### src/rtl/alu64.sv
// rtl/alu64.sv - 64-bit registered ALU with negative/zero/overflow/carry flags
// One shared adder serves add and subtract; every output is a flop cleared by async reset.
module alu64 (
  input  logic        clk,
  input  logic        reset,
  input  logic [63:0] A,
  input  logic [63:0] B,
  input  logic [2:0]  cntrl,
  output logic [63:0] result,
  output logic        negative,
  output logic        zero,
  output logic        overflow,
  output logic        carry_out
);

  localparam logic [2:0] OP_PASS_B = 3'b000;
  localparam logic [2:0] OP_ADD    = 3'b010;
  localparam logic [2:0] OP_SUB    = 3'b011;
  localparam logic [2:0] OP_AND    = 3'b100;
  localparam logic [2:0] OP_OR     = 3'b101;
  localparam logic [2:0] OP_XOR    = 3'b110;

  logic        is_sub;
  logic [63:0] b_eff;
  logic [64:0] sum;
  logic        carry_into_msb;

  logic [63:0] result_d, result_q;
  logic        negative_d, negative_q;
  logic        zero_d, zero_q;
  logic        overflow_d, overflow_q;
  logic        carry_out_d, carry_out_q;

  always_comb begin
    is_sub         = (cntrl == OP_SUB);
    b_eff          = is_sub ? ~B : B;
    sum            = {1'b0, A} + {1'b0, b_eff} + {64'd0, is_sub};
    // Carry into bit 63 recovered from the sum bit and the two operand bits.
    carry_into_msb = A[63] ^ b_eff[63] ^ sum[63];

    result_d    = 64'd0;
    overflow_d  = 1'b0;
    carry_out_d = 1'b0;
    case (cntrl)
      OP_PASS_B: result_d = B;
      OP_ADD, OP_SUB: begin
        result_d    = sum[63:0];
        carry_out_d = sum[64];
        overflow_d  = sum[64] ^ carry_into_msb;
      end
      OP_AND:  result_d = A & B;
      OP_OR:   result_d = A | B;
      OP_XOR:  result_d = A ^ B;
      default: result_d = 64'd0;
    endcase
    negative_d = result_d[63];
    zero_d     = ~|result_d;
  end

  always_ff @(posedge clk or posedge reset) begin
    if (reset) begin
      result_q    <= 64'd0;
      negative_q  <= 1'b0;
      zero_q      <= 1'b1;
      overflow_q  <= 1'b0;
      carry_out_q <= 1'b0;
    end else begin
      result_q    <= result_d;
      negative_q  <= negative_d;
      zero_q      <= zero_d;
      overflow_q  <= overflow_d;
      carry_out_q <= carry_out_d;
    end
  end

  assign result    = result_q;
  assign negative  = negative_q;
  assign zero      = zero_q;
  assign overflow  = overflow_q;
  assign carry_out = carry_out_q;

endmodule

### config.mk
export PLATFORM = sky130hd
export DESIGN_NAME = alu64
export DESIGN_NICKNAME = d
export VERILOG_FILES = /design/src/rtl/alu64.sv
export SDC_FILE = /design/constraint.sdc
export NUM_CORES = 1
export LEC_CHECK = 0
export ABC_AREA = 1
export BUFFER_PORTS_ARGS = -buffer_cell sky130_fd_sc_hd__buf_2
export CAP_MARGIN = 20
export CORE_ASPECT_RATIO = 0.75
export CORE_MARGIN = 2
export CORE_UTILIZATION = 60
export CTS_CLUSTER_SIZE = 28
export DETAILED_ROUTE_END_ITERATION = 12
export PLACE_DENSITY = 0.88
export SYNTH_ARGS = -nofsm -noshare
export SYNTH_HDL_FRONTEND = slang
export SYNTH_SLANG_ARGS = --single-unit
### constraint.sdc
create_clock -name clk -period 2.5 [get_ports clk]
set_input_delay 0.25 -clock clk [delete_from_list [all_inputs] [get_ports clk]]
set_output_delay 0.25 -clock clk [all_outputs]
set_load 0.02 [all_outputs]
==> results of run 1 <==
synth_stat cells (4+ instances only):
master / n
nand3b_1: 12
inv_1: 405
nor2_1: 159
a21oi_1: 84
nand2_1: 660
o21bai_1: 11
nor3_2: 6
nand4_1: 19
dfrtp_1: 66
inv_2: 7
nor2_2: 16
xor2_1: 64
clkbuf_1: 25
nand3_2: 9
buf_1: 6
buf_2: 5
a221oi_1: 51
o21ai_1: 7
and2_1: 4
o22ai_1: 7
nand2_2: 17
nor3_1: 6
nand3_1: 102
nor4_1: 4
ha_1: 201
o21ai_0: 78
o2111ai_1: 5
per-stage QoR:
stage / util [%] / TNS [ps]
4_1_cts: 86.00 / -1365
3_5_place_dp: 82.77 / -20820
2_1_floorplan: - / -55.33
3_3_place_gp: 82.77 / -15120
cell families after synthesis:
family          share of synthesized area (%)
xor+xnor                                4.554
buf+inv                                 13.83
simple gates                            34.80
compound gates                          12.58
flops                                   13.63
fa+ha+maj                               20.59
repair_timing:
action	in CTS
setup endpoints to repair	31
setup buffers	11
pin swaps	17
gates resized for setup	76
per-layer routing:
layer | overflow | track usage [%]
met2 | 33 | 94.33
met1 | 0 | 78.85
met5 | 0 | 37.30
met4 | 22 | 76.97
met3 | 2 | 65.27
==> results by group, run 1 <==
Logic synthesis
  – Synthesized netlist net count: 2392
  – Syn avg cell area: 5.984 um2
  – Top cell type's share of synthesized area: 20.43%
  – Syn. warnings: 0
  – Post-synth cell types: 44
  – Synth area leader: ha_1
  – Sequential cell area fraction in the yosys report: 13.63%
  – Top_reg_cell synth: dfrtp_1
  – FF+latch count, synth: 67
  – EDFF count, synth: 0
  – Mapped Cells: 2057
  – Mapped cell area: 12310 um2
  – Ys async rst share: 100.0%
  – Area contributors post-synth: ha_1 20%, nand2_1 20%, dfrtp_1 13%, inv_1 12%, nor2_1 4.8%

Timing
  – Worst_ep grt: zero$_DFF_PP1_/D
  – Worst endpoint type: sequential cell input

Clock tree
  – Clock buffer depth: 2
  – CTS buffer count: 9
  – CTS root buf: clkbuf_16
  – # clock sinks: 67
  – H-tree depth: 3
  – Hold_buf cts: 0

Die
  – IO Count: 201
  – Initial Util: 61.07%
  – Die Y-Extent: 128.0 um
  – Row cnt: 45
  – Horiz. Die Dim: 169.4 um

Run status
  – Status: aborted with a tool error
  – Log Error: [ERROR GRT-0232] Routing congestion too high. Check the congestion heatmap in the GUI.
  – Stopped at: global routing

Placed design
  – HPWL Detailed: 41550 um
  – Placed cells: 2873
  – Worst slack, placed: -1216 ps
  – Routability cong.: 1.272
  – Dpl cell area: 16680 um2
  – PortBufs: 200

Global route
  – Largest net degree at the start of global routing: 40
  – Total congestion overflow: 57
  – Gr usage total: 78.76%
==> inputs of run 2 (changes only) <==
--- a/config.mk
+++ b/config.mk
@@ -8,12 +8,10 @@
 export ABC_AREA = 1
 export BUFFER_PORTS_ARGS = -buffer_cell sky130_fd_sc_hd__buf_2
 export CAP_MARGIN = 20
-export CORE_ASPECT_RATIO = 0.75
 export CORE_MARGIN = 2
-export CORE_UTILIZATION = 60
-export CTS_CLUSTER_SIZE = 28
+export CORE_UTILIZATION = 40
 export DETAILED_ROUTE_END_ITERATION = 12
-export PLACE_DENSITY = 0.88
+export PLACE_DENSITY_LB_ADDON = 0.15
 export SYNTH_ARGS = -nofsm -noshare
 export SYNTH_HDL_FRONTEND = slang
 export SYNTH_SLANG_ARGS = --single-unit
==> run 2 against run 1 <==
  * The flow now finishes, with violations (setup timing)
  * Synthesized cell count unchanged
  * Synthesized area unchanged
==> results by group, run 2 <==
Timing
  – Worst slew margin: 43.07%
  – Final period utilization: 121.8%
  – Final Max Tran Viols: 0
  – # setup viols final: 31
  – Final hold vios: 0
  – Setup TNS: -2812 ps
  – RSZ-0062 raised after global routing: yes
  – Final worst slack: -544.7 ps
  – Tightest Pin Transition: 854.0 ps
  – Period minus WS final: 3045 ps
  – Fmax: 0.3284 GHz

Logic synthesis
  – Ys async rst share: 100.0%
  – Post-synth cell types: 44
  – Top_reg_cell synth: dfrtp_1
  – Commonest cells post-synth: 660 x nand2_1, 405 x inv_1, 201 x ha_1
  – Mapped cell area: 12310 um2
  – EDFF count, synth: 0
  – Syn. warnings: 0
  – Top cell type's share of synthesized area: 20.43%
  – Synthesized netlist net count: 2392
  – Top-count cell post-synth: nand2_1
  – Area contributors post-synth: ha_1 20%, nand2_1 20%, dfrtp_1 13%, inv_1 12%, nor2_1 4.8%
  – FF+latch count, synth: 67
  – Synth area leader: ha_1
  – Sequential cell area fraction in the yosys report: 13.63%
  – Syn avg cell area: 5.984 um2
  – Mapped Cells: 2057

Run status
  – Status: complete, but fails checks
  – Failing checks: setup timing

Finish
  – Most frequent cells in the layout: 515 x nand2_1, 511 x buf_4, 384 x inv_1
  – Area grow syn2layout: 66.90%
  – Fill cells: 2788
  – Fin util: 67.52%
  – Fin nets: 3126
  – # diodes: 0
  – Share of layout cells above drive strength 1: 43.03%
  – FF/Latch Area: 1678 um2
  – Max FFs per register: 63
  – Post-route design area: 20540 um2
  – Footprint of the multi-input gates: 10880 um2
  – Commonest non-fill, non-tap cell in the layout: nand2_1

Placed design
  – Dpl cell area: 17780 um2
  – HPWL Detailed: 44890 um
  – PortBufs: 200
  – Routability cong.: 0.9697

Setup path
  – Top Family by Delay on Critical Path: simple AND/OR/NAND/NOR gates
  – Nature of the critical path endpoint: register
  – Critical path origin: cntrl[2]
  – Crit path buf inv count: 5
  – CP Max Fanout: 7
  – CP most frequent cell: nand2_1
  – Worst path slowest cell: ha_1
  – Crit path largest cell delay: 390 ps
  – CP Data Arrival Time: 3340 ps
  – Startpoint Class: primary input
  – CP Class: primary input to register
  – Worst-path cell chain: buf_8 > inv_6 > nand3_4 > buf_12 > clkbuf_16 > xor2_1 > ha_1 > nand2_2 > nor2_2 > nand2_1 > buf_4 > nor4_1 > nand2_1 > nand2_1 > nand2_1 > nand3_2 > nand2_2 > nor2_1 > nand2_2 > nor2_4 > nand3_4 > nor3_2
  – Required time worst endpoint: 2800 ps

Drt
  – Wire length per cell: 17.30 um
  – Vias: 16030
  – # DRC: 0
  – Routed Antenna Nets: 0
  – DR vias/cell: 5.022
  – Total Wirelength: 55230 um
  – Iter 0 DRT Violations: 1073
  – Drt pass-1 iters: 5

Power
  – Leak: 11.61 nW
  – Pwr per Cell Area: 397.5 nW/um2
  – Sequential power share: 15.6%
  – Comb power frac: 65.9%
  – Clk network pwr share: 18.5%
  – Peak supply drop: 0.3317 mV
  – Switching Fraction: 44.86%
  – Internal: 4.503 mW
  – Switching power: 3.664 mW

Global route
  – Largest net degree at the start of global routing: 48
  – Total congestion overflow: 0
  – First-pass GRT wire length: 82900 um
  – Gr usage total: 32.54%
  – Vias in the first global route: 15490
  – Initial antenna violation count: 0

Die
  – Die area: 32190 um2
  – IO Count: 201
  – Horiz. Die Dim: 179.4 um
  – Die Y-Extent: 179.4 um
  – Row cnt: 64
  – Initial Util: 40.45%
  – Core ar.: 30430 um2

Clock tree
  – Clk pin slew, worst setup/hold paths: 60 ps
  – Clock buffer depth: 2
  – H-tree depth: 3
  – CTS root buf: clkbuf_16
  – CTS buffer count: 9
  – CTS tree: built
  – # clock sinks: 67

Run
  – Max-Cap Viols: 0

Min path
  – Hold_sp: B[63]
  – Hold WC Path Type: primary input to register
==> run 2: cell counts after synthesis <==
Identical to the previous run, type by type.
==> run 2: final cells by class <==
type | count | share of cell area [%]
multi-input cells | 1540 | 52.98
clock inverters | 4 | 0.3532
well taps | 396 | 2.412
flip-flops and latches | 67 | 8.167
clock buffers | 12 | 1.248
repair buffers | 761 | 27.25
inverters | 412 | 7.588
==> run 2: power by group through the flow <==
stage / registers, mW / clock network [mW] / logic, mW
2_1_floorplan: 1.50 / 0 / 1.99
3_3_place_gp: 1.29 / 0 / 4.37
3_5_place_dp: 1.29 / 0 / 4.43
4_1_cts: 1.27 / 1.54 / 4.63
5_1_grt: 1.29 / 1.57 / 5.80
6_report: 1.27 / 1.51 / 5.39
==> run 2: per-stage QoR <==
| stage | hold WS [ps] | power (mW) | worst slack, ps | cells |
|---|---|---|---|---|
| 2_1_floorplan | 402.0 | 3.482 | -55.33 | 2057 |
| 3_5_place_dp | 323.4 | 5.717 | -1116 | 3117 |
| 3_3_place_gp | 306.0 | 5.656 | -1127 | 3117 |
| 4_1_cts | 150.3 | 7.438 | -495.3 | 3152 |
| 5_1_grt | 215.5 | 8.658 | -692.0 | 3192 |
| 6_report | 187.8 | 8.167 | -544.7 | 3192 |
==> run 2: per-layer routing <==
| layer | up-vias | track usage [%] | share of wire, % |
|---|---|---|---|
| li1 | 7913 | - | - |
| met1 | 7630 | 46.96 | 48 |
| met2 | 433 | 52.43 | 45 |
| met3 | 53 | 3.687 | 5.3 |
| met4 | 0 | 6.309 | 2.0 |
| met5 | - | 0 | 0 |
==> run 2: kinds of logic (layout without fill, tap and decap cells) <==
group | count (synthesis) | in the layout | share of synthesized area (%)
XOR/XNOR | 64 | 64 | 4.554
AO/OA/AOI/OAI | 253 | 253 | 12.58
adder cells (fa/ha/maj) | 202 | 202 | 20.59
buffers and inverters | 450 | 1189 | 13.83
flip-flops | 67 | 67 | 13.63
AND/OR/NAND/NOR | 1021 | 1021 | 34.80
==> run 2: tightest hold or removal path, delay by kind of cell <==
kind | cells | cell delay [ps]
buffers and inverters | 1 | 100
AOI/OAI and AO/OA | 1 | 110
and+or+nand+nor | 1 | 80
==> run 2: final timing paths <==
kind	endpoint	slack (ps)	depth (start not counted)
max in group asynchronous	zero	1380	4
worst min-delay path	negative	190	3
min in group asynchronous	result[60]	470	3
worst max-delay path	zero	-540	22
==> run 2: what timing repair did <==
action / CTS / global route
hold endpoints to repair: 18 / 0
cloned: 0 / 4
resized for setup: 102 / 380
setup endpoints to repair: 35 / 52
hold buffers: 1 / 0
buffers inserted: 18 / 36
pin swaps: 22 / 82
Power figures use the tool's default switching activity.
